## config.mk

```make
export PLATFORM = sky130hd
export DESIGN_NAME = vreg_group_issue_flat
export DESIGN_NICKNAME = d
export VERILOG_FILES = /design/src/rtl/vrvv_pkg.sv /design/src/rtl/vreg_group_issue_if.sv /design/src/rtl/sync_fifo.sv /design/src/rtl/vreg_group_issue.sv /design/src/flat_wrapper.sv
export SDC_FILE = /design/constraint.sdc
export NUM_CORES = 1
export LEC_CHECK = 0
export ABC_AREA = 1
export CAP_MARGIN = 20
export CORE_ASPECT_RATIO = 1.25
export CORE_UTILIZATION = 45
export DETAILED_ROUTE_END_ITERATION = 6
export PLACE_DENSITY = 0.76
export SLEW_MARGIN = 25
export SYNTH_ARGS = -nofsm -noshare
export SYNTH_HDL_FRONTEND = slang
export SYNTH_HIERARCHICAL = 1
export SYNTH_SLANG_ARGS = --single-unit
```

## constraint.sdc

```tcl
create_clock -name clk -period 4.3 [get_ports clk]
set_input_delay 0.86 -clock clk [delete_from_list [all_inputs] [get_ports clk]]
set_output_delay 0.86 -clock clk [all_outputs]
set_load 0.05 [all_outputs]
```

## src/rtl/vrvv_pkg.sv

```systemverilog
// Shared vector-register-group definitions.
//   - vlmul code constants (integer and fractional LMUL settings)
//   - grp_len(vlmul): number of registers in a group, 4 bits (1, 2, 4 or 8)
package vrvv_pkg;

  localparam logic [2:0] VLMUL_M1   = 3'd0;
  localparam logic [2:0] VLMUL_M2   = 3'd1;
  localparam logic [2:0] VLMUL_M4   = 3'd2;
  localparam logic [2:0] VLMUL_M8   = 3'd3;
  localparam logic [2:0] VLMUL_RSVD = 3'd4;
  localparam logic [2:0] VLMUL_MF8  = 3'd5;
  localparam logic [2:0] VLMUL_MF4  = 3'd6;
  localparam logic [2:0] VLMUL_MF2  = 3'd7;

  // Fractional (and reserved) settings still occupy one whole register.
  function automatic logic [3:0] grp_len(input logic [2:0] vlmul);
    logic [3:0] len;
    case (vlmul)
      VLMUL_M1:   len = 4'd1;
      VLMUL_M2:   len = 4'd2;
      VLMUL_M4:   len = 4'd4;
      VLMUL_M8:   len = 4'd8;
      VLMUL_RSVD,
      VLMUL_MF8,
      VLMUL_MF4,
      VLMUL_MF2:  len = 4'd1;
      default:    len = 4'd1;
    endcase
    return len;
  endfunction

endpackage

```

## src/rtl/vreg_group_issue_if.sv

```systemverilog
// Bundle between the decoder / address generator side and vreg_group_issue.
//   flush, in_valid, in_vlmul, in_addr : request side, driven by master
//   in_ready                           : queue can accept, driven by slave
//   agu_en, agu_vlmul, agu_addr        : issue to the generator, driven by slave
//   agu_idle                           : generator idle flag, driven by master
//   grp_valid, grp_last, empty         : status, driven by slave
//
// Handshake: a request transfers on a rising clk edge where in_valid and
// in_ready are both 1. in_ready does not depend on in_valid. agu_en is a
// single-cycle strobe with no back-pressure; agu_vlmul/agu_addr are only
// meaningful in cycles where agu_en is 1.
interface vreg_group_issue_if #(
  parameter int ADDR_WIDTH = 5
);
  import vrvv_pkg::*;

  logic                  flush;
  logic                  in_valid;
  logic                  in_ready;
  logic [2:0]            in_vlmul;
  logic [ADDR_WIDTH-1:0] in_addr;
  logic                  agu_en;
  logic [2:0]            agu_vlmul;
  logic [ADDR_WIDTH-1:0] agu_addr;
  logic                  agu_idle;
  logic                  grp_valid;
  logic                  grp_last;
  logic                  empty;

  modport master (
    output flush, in_valid, in_vlmul, in_addr, agu_idle,
    input  in_ready, agu_en, agu_vlmul, agu_addr, grp_valid, grp_last, empty
  );

  modport slave (
    input  flush, in_valid, in_vlmul, in_addr, agu_idle,
    output in_ready, agu_en, agu_vlmul, agu_addr, grp_valid, grp_last, empty
  );

endinterface

```

## src/rtl/sync_fifo.sv

```systemverilog
// Synchronous FIFO: storage, wrapping read/write pointers and occupancy count.
//   clk, rst   : clock, asynchronous active-low reset
//   i_push     : write i_data (ignored when full)
//   i_pop      : drop head entry (ignored when empty)
//   i_flush    : clear pointers and count; wins over push/pop
//   o_data     : head entry (combinational, stale when empty)
//   o_full, o_empty : occupancy flags
module sync_fifo #(
  parameter int WIDTH = 8,
  parameter int DEPTH = 4
) (
  input  logic             clk,
  input  logic             rst,
  input  logic             i_push,
  input  logic             i_pop,
  input  logic             i_flush,
  input  logic [WIDTH-1:0] i_data,
  output logic [WIDTH-1:0] o_data,
  output logic             o_full,
  output logic             o_empty
);

  localparam int PW = $clog2(DEPTH);
  localparam int CW = PW + 1;

  logic [PW-1:0]    r_wr_ptr;
  logic [PW-1:0]    r_rd_ptr;
  logic [CW-1:0]    r_count;
  logic [WIDTH-1:0] r_mem [DEPTH];

  logic w_push;
  logic w_pop;

  assign o_full  = (r_count == CW'(DEPTH));
  assign o_empty = (r_count == '0);
  assign w_push  = i_push && !o_full;
  assign w_pop   = i_pop && !o_empty;
  assign o_data  = r_mem[r_rd_ptr];

  // DEPTH is a power of two, so pointers wrap by plain overflow.
  always_ff @(posedge clk or negedge rst) begin
    if (!rst) begin
      r_wr_ptr <= '0;
      r_rd_ptr <= '0;
      r_count  <= '0;
    end else if (i_flush) begin
      r_wr_ptr <= '0;
      r_rd_ptr <= '0;
      r_count  <= '0;
    end else begin
      if (w_push) r_wr_ptr <= r_wr_ptr + 1'b1;
      if (w_pop)  r_rd_ptr <= r_rd_ptr + 1'b1;
      case ({w_push, w_pop})
        2'b10:   r_count <= r_count + CW'(1);
        2'b01:   r_count <= r_count - CW'(1);
        default: r_count <= r_count;
      endcase
    end
  end

  always_ff @(posedge clk) begin
    if (w_push && !i_flush) r_mem[r_wr_ptr] <= i_data;
  end

endmodule

```

## src/rtl/vreg_group_issue.sv

```systemverilog
// Issue buffer in front of the vector register-group address generator.
// Queues {vlmul, base} requests, strobes agu_en when the generator can take a
// new group (back-to-back on the last address cycle of the previous group),
// and tracks group length to mark valid / last generator output cycles.
//   clk, rst : clock, asynchronous active-low reset
//   bus      : vreg_group_issue_if.slave (request, issue and status signals)
module vreg_group_issue #(
  parameter int ADDR_WIDTH = 5,
  parameter int DEPTH      = 4
) (
  input  logic                clk,
  input  logic                rst,
  vreg_group_issue_if.slave   bus
);
  import vrvv_pkg::*;

  localparam int EW = 3 + ADDR_WIDTH;

  logic [EW-1:0]         w_head;
  logic [2:0]            w_head_vlmul;
  logic [ADDR_WIDTH-1:0] w_head_addr;
  logic                  w_full;
  logic                  w_empty;
  logic                  w_in_ready;
  logic                  w_push;
  logic                  w_issue_ok;
  logic                  w_agu_en;

  // Remaining generator output cycles of the group in flight.
  logic [3:0]            r_cnt;

  assign w_head_vlmul = w_head[EW-1:ADDR_WIDTH];
  assign w_head_addr  = w_head[ADDR_WIDTH-1:0];

  assign w_in_ready = !w_full && !bus.flush;
  assign w_push     = bus.in_valid && w_in_ready;

  // cnt == 1 is the last address cycle: issuing there chains with no bubble.
  // cnt == 0 with agu_idle low means the generator is still leaving BUSY.
  assign w_issue_ok = (r_cnt == 4'd1) || ((r_cnt == 4'd0) && bus.agu_idle);
  assign w_agu_en   = !w_empty && w_issue_ok && !bus.flush;

  sync_fifo #(
    .WIDTH (EW),
    .DEPTH (DEPTH)
  ) u_fifo (
    .clk     (clk),
    .rst     (rst),
    .i_push  (w_push),
    .i_pop   (w_agu_en),
    .i_flush (bus.flush),
    .i_data  ({bus.in_vlmul, bus.in_addr}),
    .o_data  (w_head),
    .o_full  (w_full),
    .o_empty (w_empty)
  );

  // Flush leaves cnt alone so an in-flight group still finishes.
  always_ff @(posedge clk or negedge rst) begin
    if (!rst) begin
      r_cnt <= 4'd0;
    end else if (w_agu_en) begin
      r_cnt <= grp_len(w_head_vlmul);
    end else if (r_cnt != 4'd0) begin
      r_cnt <= r_cnt - 4'd1;
    end
  end

  assign bus.in_ready  = w_in_ready;
  assign bus.agu_en    = w_agu_en;
  assign bus.agu_vlmul = w_head_vlmul;
  assign bus.agu_addr  = w_head_addr;
  assign bus.grp_valid = (r_cnt != 4'd0);
  assign bus.grp_last  = (r_cnt == 4'd1);
  assign bus.empty     = w_empty;

endmodule

```

## src/flat_wrapper.sv

```systemverilog
// flat-port wrapper written by rule: the top's interface ports become plain ports
module vreg_group_issue_flat import vrvv_pkg::*;
#(
  parameter int ADDR_WIDTH = 5,
  parameter int DEPTH      = 4
)
  (clk, rst, bus_flush, bus_in_valid, bus_in_vlmul, bus_in_addr, bus_agu_idle, bus_in_ready, bus_agu_en, bus_agu_vlmul, bus_agu_addr, bus_grp_valid, bus_grp_last, bus_empty);
  vreg_group_issue_if #(.ADDR_WIDTH(ADDR_WIDTH)) bus_i ();
  input  logic clk;
  input  logic rst;
  input wire logic [$bits(bus_i.flush)-1:0] bus_flush;
  input wire logic [$bits(bus_i.in_valid)-1:0] bus_in_valid;
  input wire logic [$bits(bus_i.in_vlmul)-1:0] bus_in_vlmul;
  input wire logic [$bits(bus_i.in_addr)-1:0] bus_in_addr;
  input wire logic [$bits(bus_i.agu_idle)-1:0] bus_agu_idle;
  output wire logic [$bits(bus_i.in_ready)-1:0] bus_in_ready;
  output wire logic [$bits(bus_i.agu_en)-1:0] bus_agu_en;
  output wire logic [$bits(bus_i.agu_vlmul)-1:0] bus_agu_vlmul;
  output wire logic [$bits(bus_i.agu_addr)-1:0] bus_agu_addr;
  output wire logic [$bits(bus_i.grp_valid)-1:0] bus_grp_valid;
  output wire logic [$bits(bus_i.grp_last)-1:0] bus_grp_last;
  output wire logic [$bits(bus_i.empty)-1:0] bus_empty;
  assign bus_i.flush = bus_flush;
  assign bus_i.in_valid = bus_in_valid;
  assign bus_i.in_vlmul = bus_in_vlmul;
  assign bus_i.in_addr = bus_in_addr;
  assign bus_i.agu_idle = bus_agu_idle;
  assign bus_in_ready = bus_i.in_ready;
  assign bus_agu_en = bus_i.agu_en;
  assign bus_agu_vlmul = bus_i.agu_vlmul;
  assign bus_agu_addr = bus_i.agu_addr;
  assign bus_grp_valid = bus_i.grp_valid;
  assign bus_grp_last = bus_i.grp_last;
  assign bus_empty = bus_i.empty;
  vreg_group_issue #(.ADDR_WIDTH(ADDR_WIDTH), .DEPTH(DEPTH)) u_core (.clk(clk), .rst(rst), .bus(bus_i));
endmodule
```

==> flow_summary.rst, run 1 <==
.. list-table::
   :header-rows: 1

   * - Metric
     - Value
   * - Status
     - complete, no violations
   * - Placed wire-length estimate after detailed placement
     - 2781 um
   * - Largest area contributor in the netlist
     - sky130_fd_sc_hd__edfxtp_1
   * - DRT Pass-1 Iters
     - 4
   * - Final routed wirelength across all metal layers
     - 3989 um
   * - Largest net degree at the start of global routing
     - 20
   * - Setup TNS after final layout
     - 0 ns
   * - Final setup viols
     - 0
   * - Fmax achieved
     - 287.0 MHz
   * - Post-layout utilization of the core
     - 56.57%
   * - Row count
     - 27
   * - CTS tree
     - done
   * - Global route overflow
     - 0
   * - Netlist cell types
     - 30
   * - Remaining routing DRC violations
     - 0
   * - Starting utilization of the core area
     - 47.64%
   * - Overall die height
     - 78.82 um
   * - Number of buffers inserted by hold repair at cts
     - 0
   * - Worst clock skew
     - 0.006625 ns
   * - Cells after Synth
     - 201
   * - Number of fillers in the final layout
     - 410
   * - Post-synthesis area per instance
     - 10.57 um2
   * - 1st-iter DRT viols
     - 77
   * - Power Density
     - 489.8 mW/mm2
   * - Via density per instance
     - 5.157
   * - Clock Sinks
     - 43
   * - CTS clock-pin slew for the worst setup and hold paths
     - 0.08 ns
   * - Count of inserted antenna diode cells
     - 0
   * - Seq/Total Area, Yosys
     - 58.19%
   * - Buffers from clock root to sink, at most
     - 2
   * - Share of Yosys cell area claimed by the top area cell type
     - 45.23%
   * - FF+latch area
     - 0.001236 mm2
   * - Number of levels the H-tree was split into
     - 2
   * - I/O Pins
     - 26
   * - Minimum clock period after layout
     - 3.484 ns
   * - Type of the most critical hold path
     - reg2reg
   * - Placeable core area
     - 0.004459 mm2
   * - Total number of yosys warnings
     - 6
   * - Req. time, crit path
     - 3.44 ns
   * - Area of combinational cells with multiple inputs
     - 750.7 um2
   * - Max cap viols
     - 0
   * - Antenna-violating nets left
     - 0
   * - Final Non-Filler Cells
     - 286
   * - Antenna violations before repair
     - 0
   * - Cells taking the most area after synthesis
     - sky130_fd_sc_hd__edfxtp_1 45%, sky130_fd_sc_hd__dfrtp_1 13%, sky130_fd_sc_hd__nand2_1 4.8%
   * - Die width
     - 63.46 um
   * - Final number of hold-violating endpoints
     - 0
   * - Area of the mapped netlist
     - 0.002125 mm2
   * - EDFF count, synth
     - 32
   * - Total clock buffers created by CTS
     - 5
   * - Die ar.
     - 0.005002 mm2
   * - Ys async rst share
     - 25.58%
   * - Number of flip-flops and latches in the synthesized netlist
     - 43
   * - Total leakage power
     - 1.062 nW
   * - Gp weighted congestion
     - 0.7850
   * - Resize count post-CTS
     - 0
   * - Total number of nets in the final design
     - 248
   * - Critical path capture point type
     - output port
   * - Critical path class
     - in2out
   * - Most frequently used flop master after synthesis
     - sky130_fd_sc_hd__edfxtp_1
   * - Layout cells sized above 1
     - 12.28%
   * - Top fanout value on the critical path
     - 6
   * - Arrival time of data at the critical path endpoint
     - 2.62 ns
   * - Worst-skew pair later-pin latency
     - 0.30 ns
   * - Period utilization
     - 81.03%
   * - Max-slew violations
     - 0
   * - RSZ-0062 raised after global routing
     - false
   * - Buffers inserted during post-CTS setup optimization
     - 0
   * - Routed length per placed instance
     - 13.95 um
   * - Total vias in the final route
     - 1475
   * - VDD IR max
     - 268.1 uV
   * - Setup crit start kind
     - input pin
   * - First-pass GRT wire length
     - 6520 um
   * - Layout overhead on the synthesized area
     - 18.73%
   * - Tot GR Track Use
     - 17.50%
   * - Total nets after synthesis
     - 222
   * - Worst slew margin relative to its limit
     - 44.98%
   * - Via count of the first global-routing pass
     - 1433
   * - Root buffer cell
     - sky130_fd_sc_hd__clkbuf_8
   * - Worst-Margin Slew
     - 0.8222 ns
   * - Port-buffer cells
     - 25
   * - Number of placed instances, taps included
     - 278
-- power breakdown --
part	total [W]	switching (W)	internal (W)
logic	0.000402	0.000261	0.000140
registers	0.000514	0.0000350	0.000479
clock network	0.000320	0.000144	0.000176
total	0.00124	0.000440	0.000796
-- stage by stage --
stage,total power [W],area (um2),hold slack [ns],setup slack [ns]
2_1_floorplan,0.0008217,2125,0.5644,1.549
3_3_place_gp,0.0009198,2406,0.6213,0.8188
3_5_place_dp,0.0009279,2406,0.6367,0.7995
4_1_cts,0.001249,2522,0.6477,0.7961
5_1_grt,0.001301,2522,0.6844,0.6785
6_report,0.001236,2522,0.6416,0.8158
-- critical path, cell delays in order --
cell	delay, ns
sky130_fd_sc_hd__clkdlybuf4s50_1	0.58
sky130_fd_sc_hd__nor2_8	0.20
sky130_fd_sc_hd__nand2_4	0.07
sky130_fd_sc_hd__inv_1	0.10
sky130_fd_sc_hd__clkdlybuf4s50_1	0.81
-- sequential cells by signal, summed over array words and instances (netlist names) --
name	flops
u_core/r_cnt	4
u_core/u_fifo/r_count	3
u_core/u_fifo/r_mem	32
u_core/u_fifo/r_rd_ptr	2
u_core/u_fifo/r_wr_ptr	2
-- cell usage after synthesis, types with 2 or more instances --
master                     number
sky130_fd_sc_hd__nand2_4        4
sky130_fd_sc_hd__edfxtp_1      32
sky130_fd_sc_hd__buf_2          2
sky130_fd_sc_hd__a21oi_1        2
sky130_fd_sc_hd__ha_1           7
sky130_fd_sc_hd__nand2_1       27
sky130_fd_sc_hd__nand3_1       11
sky130_fd_sc_hd__nand4_1        4
sky130_fd_sc_hd__buf_4          2
sky130_fd_sc_hd__inv_1         21
sky130_fd_sc_hd__nor2_1        25
sky130_fd_sc_hd__nor2_4         2
sky130_fd_sc_hd__dfrtp_1       11
sky130_fd_sc_hd__inv_2          3
sky130_fd_sc_hd__o21ai_0       17
sky130_fd_sc_hd__o22ai_1        8
sky130_fd_sc_hd__nor3_1         3
sky130_fd_sc_hd__nand2_2        6
sky130_fd_sc_hd__xnor2_1        2
sky130_fd_sc_hd__nand3_2        2
-- cells in the final DEF, fill, tap and decap left out, types with 6 or more instances in the layout --
master                            count
sky130_fd_sc_hd__clkdlybuf4s50_1     25
sky130_fd_sc_hd__o21ai_0             17
sky130_fd_sc_hd__inv_1               21
sky130_fd_sc_hd__nor2_1              25
sky130_fd_sc_hd__ha_1                 7
sky130_fd_sc_hd__edfxtp_1            32
sky130_fd_sc_hd__dfrtp_1             11
sky130_fd_sc_hd__o22ai_1              8
sky130_fd_sc_hd__nand2_1             27
sky130_fd_sc_hd__nand2_2              6
sky130_fd_sc_hd__nand3_1             11
-- layer usage --
metal | part of all wire, % | GRT usage [%] | vias up
li1 | - | - | 725
met3 | 6.0 | 4.167 | 4
met5 | 0 | 0 | -
met1 | 40 | 19.36 | 698
met4 | 0.90 | 7.273 | 0
met2 | 53 | 31.70 | 48
-- path summary, 6_finish.rpt --
| kind | cells after the start | end | startpoint | slack (ns) |
|---|---|---|---|---|
| setup / recovery | 5 | bus_agu_en | bus_flush | 0.82 |
| hold / removal | 2 | u_core/u_fifo/r_wr_ptr[1] | u_core/u_fifo/r_wr_ptr[1] | 0.64 |
| setup reg to reg | 7 | u_core/u_fifo/r_mem[3][4] | u_core/u_fifo/r_count[2] | 1.84 |
| hold reg to reg | 2 | u_core/u_fifo/r_wr_ptr[1] | u_core/u_fifo/r_wr_ptr[1] | 0.64 |
| max in group asynchronous | 1 | u_core/u_fifo/r_count[1] | rst | 3.06 |
| min in group asynchronous | 1 | u_core/r_cnt[2] | rst | 0.89 |
-- final cells by class --
class                      count  share of cell area [%]
tap                           58                   2.877
clock inverter                 3                   1.885
multi-input combinational    127                   29.76
clock buffer                   5                   2.728
timing repair buffer          25                   9.921
inverter                      25                   3.819
sequential                    43                   49.01
-- cell families (layout without fill, tap and decap cells) --
group / after synthesis / after routing / synth area share, %
adder cells (fa/ha/maj): 8 / 8 / 5.065
flip-flops: 43 / 43 / 58.19
AO/OA/AOI/OAI: 30 / 30 / 8.186
XOR/XNOR: 3 / 3 / 1.237
AND/OR/NAND/NOR: 86 / 86 / 20.85
buffers and inverters: 31 / 58 / 6.478
No activity file was read; power rests on OpenSTA's default activity.
==> run 2: changes to the inputs <==
--- a/config.mk
+++ b/config.mk
@@ -10,7 +10,7 @@
 export CORE_ASPECT_RATIO = 1.25
 export CORE_UTILIZATION = 45
 export DETAILED_ROUTE_END_ITERATION = 6
-export PLACE_DENSITY = 0.76
+export PLACE_DENSITY = 0.78
 export SLEW_MARGIN = 25
 export SYNTH_ARGS = -nofsm -noshare
 export SYNTH_HDL_FRONTEND = slang
==> constraint.sdc (replaced) <==
create_clock -name clk -period 3.1 [get_ports clk]
set_input_delay 0.62 -clock clk [delete_from_list [all_inputs] [get_ports clk]]
set_output_delay 0.62 -clock clk [all_outputs]
set_load 0.05 [all_outputs]
==> flow_summary.rst, run 2 (synthesized netlist as in run 1, its figures left out) <==
.. list-table::
   :header-rows: 1

   * - Metric
     - Value
   * - Die ar.
     - 0.005002 mm2 (unchanged)
   * - Remaining routing DRC violations
     - 0 (unchanged)
   * - Count of inserted antenna diode cells
     - 0 (unchanged)
   * - Gp weighted congestion
     - 0.7787 (was 0.7850)
   * - Antenna-violating nets left
     - 0 (unchanged)
   * - Status
     - complete, no violations (unchanged)
   * - Largest register by flop count
     - u_core/u_fifo/r_mem (unchanged)
   * - Largest net degree at the start of global routing
     - 20 (unchanged)
   * - Starting utilization of the core area
     - 47.64% (unchanged)
   * - Worst clock skew
     - 0.009699 ns (was 0.006625 ns)
   * - Maximum single-stage delay on the critical path
     - 0.83 ns (was 0.81 ns)
   * - Power Density
     - 668.7 mW/mm2 (was 489.8 mW/mm2)
   * - Number of placed instances, taps included
     - 282 (was 278)
   * - Port-buffer cells
     - 25 (unchanged)
   * - Row count
     - 27 (unchanged)
   * - Total leakage power
     - 1.088 nW (was 1.062 nW)
   * - Final setup viols
     - 0 (unchanged)
   * - I/O Pins
     - 26 (unchanged)
   * - Setup TNS after final layout
     - 0 ns (unchanged)
   * - Worst-skew pair later-pin latency
     - 0.30 ns (about the same)
   * - Layout cells sized above 1
     - 15.95% (was 12.28%)
   * - Minimum clock period after layout
     - 2.989 ns
   * - Number of buffers inserted by hold repair at cts
     - 0 (unchanged)
   * - Routed length per placed instance
     - 13.02 um (was 13.95 um)
   * - Ordered cell list for the critical path
     - inv_2, nor2_1, o22ai_1, clkdlybuf4s50_1 (was clkdlybuf4s50_1, nor2_8, nand2_4, inv_1, clkdlybuf4s50_1)
   * - Most common cell after layout, fill and taps aside
     - sky130_fd_sc_hd__edfxtp_1 (unchanged)
   * - Via density per instance
     - 4.983 (was 5.157)
   * - Worst slew margin relative to its limit
     - 60.16% (was 44.98%)
   * - Setup crit start kind
     - flip-flop (was input pin)
   * - Placeable core area
     - 0.004459 mm2 (unchanged)
   * - Arrival time of data at the critical path endpoint
     - 2.37 ns (was 2.62 ns)
   * - Most frequent cells in the layout
     - 32 x sky130_fd_sc_hd__edfxtp_1, 27 x sky130_fd_sc_hd__nand2_1, 25 x sky130_fd_sc_hd__nor2_1 (was 32 x sky130_fd_sc_hd__edfxtp_1, 27 x sky130_fd_sc_hd__nand2_1, 25 x sky130_fd_sc_hd__clkdlybuf4s50_1, 25 x sky130_fd_sc_hd__nor2_1, 21 x sky130_fd_sc_hd__inv_1)
   * - Root buffer cell
     - sky130_fd_sc_hd__clkbuf_8 (unchanged)
   * - Via count of the first global-routing pass
     - 1417 (was 1433)
   * - Max reg flops
     - 32 (unchanged)
   * - Max cap viols
     - 0 (unchanged)
   * - Critical path class
     - reg2out (was in2out)
   * - 1st-iter DRT viols
     - 95 (was 77)
   * - Type of the most critical hold path
     - reg2reg (unchanged)
   * - Total number of nets in the final design
     - 252 (was 248)
   * - Req. time, crit path
     - 2.48 ns (was 3.44 ns)
   * - Total vias in the final route
     - 1445 (was 1475)
   * - Final number of hold-violating endpoints
     - 0 (unchanged)
   * - Worst-Margin Slew
     - 0.5976 ns (was 0.8222 ns)
   * - Buffers from clock root to sink, at most
     - 2 (unchanged)
   * - Buffers inserted during post-CTS setup optimization
     - 0 (unchanged)
   * - Finished layout cell area
     - 0.002551 mm2 (was 0.002522 mm2)
   * - Clock Sinks
     - 43 (unchanged)
   * - Layout overhead on the synthesized area
     - 20.08% (was 18.73%)
   * - Worst-path cell with the longest stage delay
     - sky130_fd_sc_hd__clkdlybuf4s50_1 (unchanged)
   * - Final Non-Filler Cells
     - 290 (was 286)
   * - Max-slew violations
     - 0 (unchanged)
   * - Number of levels the H-tree was split into
     - 2 (unchanged)
   * - Fmax achieved
     - 334.6 MHz
   * - Power after layout
     - 0.001706 W (was 0.001236 W)
   * - Post-layout utilization of the core
     - 57.21% (was 56.57%)
   * - Period utilization
     - 96.42%
   * - CTS tree
     - done (unchanged)
   * - CTS clock-pin slew for the worst setup and hold paths
     - 0.08 ns (about the same)
   * - Placed wire-length estimate after detailed placement
     - 2642 um (was 2781 um)
   * - RSZ-0062 raised after global routing
     - false (unchanged)
   * - Final routed wirelength across all metal layers
     - 3777 um (was 3989 um)
   * - Antenna violations before repair
     - 0 (unchanged)
   * - Resize count post-CTS
     - 0 (unchanged)
   * - Top fanout value on the critical path
     - 19 (was 6)
   * - VDD IR max
     - 523.3 uV (was 268.1 uV)
   * - First-pass GRT wire length
     - 6375 um (was 6520 um)
   * - DRT Pass-1 Iters
     - 4 (unchanged)
   * - Overall die height
     - 78.82 um (unchanged)
   * - Tot GR Track Use
     - 17.17% (was 17.50%)
   * - Critical path capture point type
     - output port (unchanged)
   * - Die width
     - 63.46 um (unchanged)
   * - Total clock buffers created by CTS
     - 5 (unchanged)
   * - Post-placement cell area
     - 0.002436 mm2 (was 0.002406 mm2)
   * - Global route overflow
     - 0 (unchanged)
   * - Biggest regs
     - u_core/u_fifo/r_mem x32, u_core/r_cnt x4, u_core/u_fifo/r_count x3 (unchanged)
run 2: cell count changes in the layout (fill, tap and decap cells not counted), sizes merged:
cell,before,now
clkdlybuf4s50,25,20
clkinv,1,0
clkinvlp,0,1
buf,0,9
run 2: path summary, 6_finish.rpt:
kind / startpoint / end / slack (ns) / cells after the start
min reg2reg: u_core/u_fifo/r_count[1] / u_core/u_fifo/r_count[1] / 0.65 / 2
max: u_core/u_fifo/r_rd_ptr[0] / bus_agu_addr[0] / 0.11 / 4
max in group asynchronous: rst / u_core/u_fifo/r_count[1] / 2.06 / 1
min: u_core/u_fifo/r_count[1] / u_core/u_fifo/r_count[1] / 0.65 / 2
max reg2reg: u_core/u_fifo/r_count[0] / u_core/u_fifo/r_count[2] / 0.70 / 16
min in group asynchronous: rst / u_core/r_cnt[0] / 0.67 / 1
run 2: stage by stage:
| step | hold WS, ns | setup WS (ns) |
|---|---|---|
| 2_1_floorplan | 0.3244 | 0.3493 |
| 3_3_place_gp | 0.6228 | 0.3232 |
| 3_5_place_dp | 0.6307 | 0.2579 |
| 4_1_cts | 0.6500 | 0.1169 |
| 5_1_grt | 0.6930 | 0.02365 |
| 6_report | 0.6489 | 0.1109 |
run 2: power by group:
| group | leakage [nW] | total (W) | switching [W] | internal, W |
|---|---|---|---|---|
| Clock | 0.0548 | 0.000439 | 0.000197 | 0.000242 |
| Sequential | 0.432 | 0.000714 | 0.0000498 | 0.000665 |
| Combinational | 0.601 | 0.000552 | 0.000355 | 0.000198 |
run 2: critical path: cells and delay by family (launching register included):
kind	cells	cell delay [ns]
DFF	1	0.60
AOI/OAI and AO/OA	1	0.20
and+or+nand+nor	1	0.09
buffers and inverters	2	1.17
run 2: metal layers:
metal | vias to the layer above | share of wire, % | wire length [um] | global-route usage (%)
met4 | 0 | 2.4 | 89 | 11.14
met5 | - | 0 | 0 | 0
met2 | 36 | 51 | 1921 | 29.47
met3 | 7 | 4.3 | 163 | 3.736
met1 | 668 | 42 | 1602 | 19.02
li1 | 734 | - | - | -
run 2: final cells by class:
| class | count | area, um2 |
|---|---|---|
| Fill cell | 390 | 1908 |
| Sequential cell | 43 | 1236 |
| Multi-Input combinational cell | 127 | 750.7 |
| Timing Repair Buffer | 29 | 280.3 |
| Inverter | 25 | 96.34 |
| Tap cell | 58 | 72.57 |
| Clock buffer | 5 | 68.82 |
| Clock inverter | 3 | 46.29 |
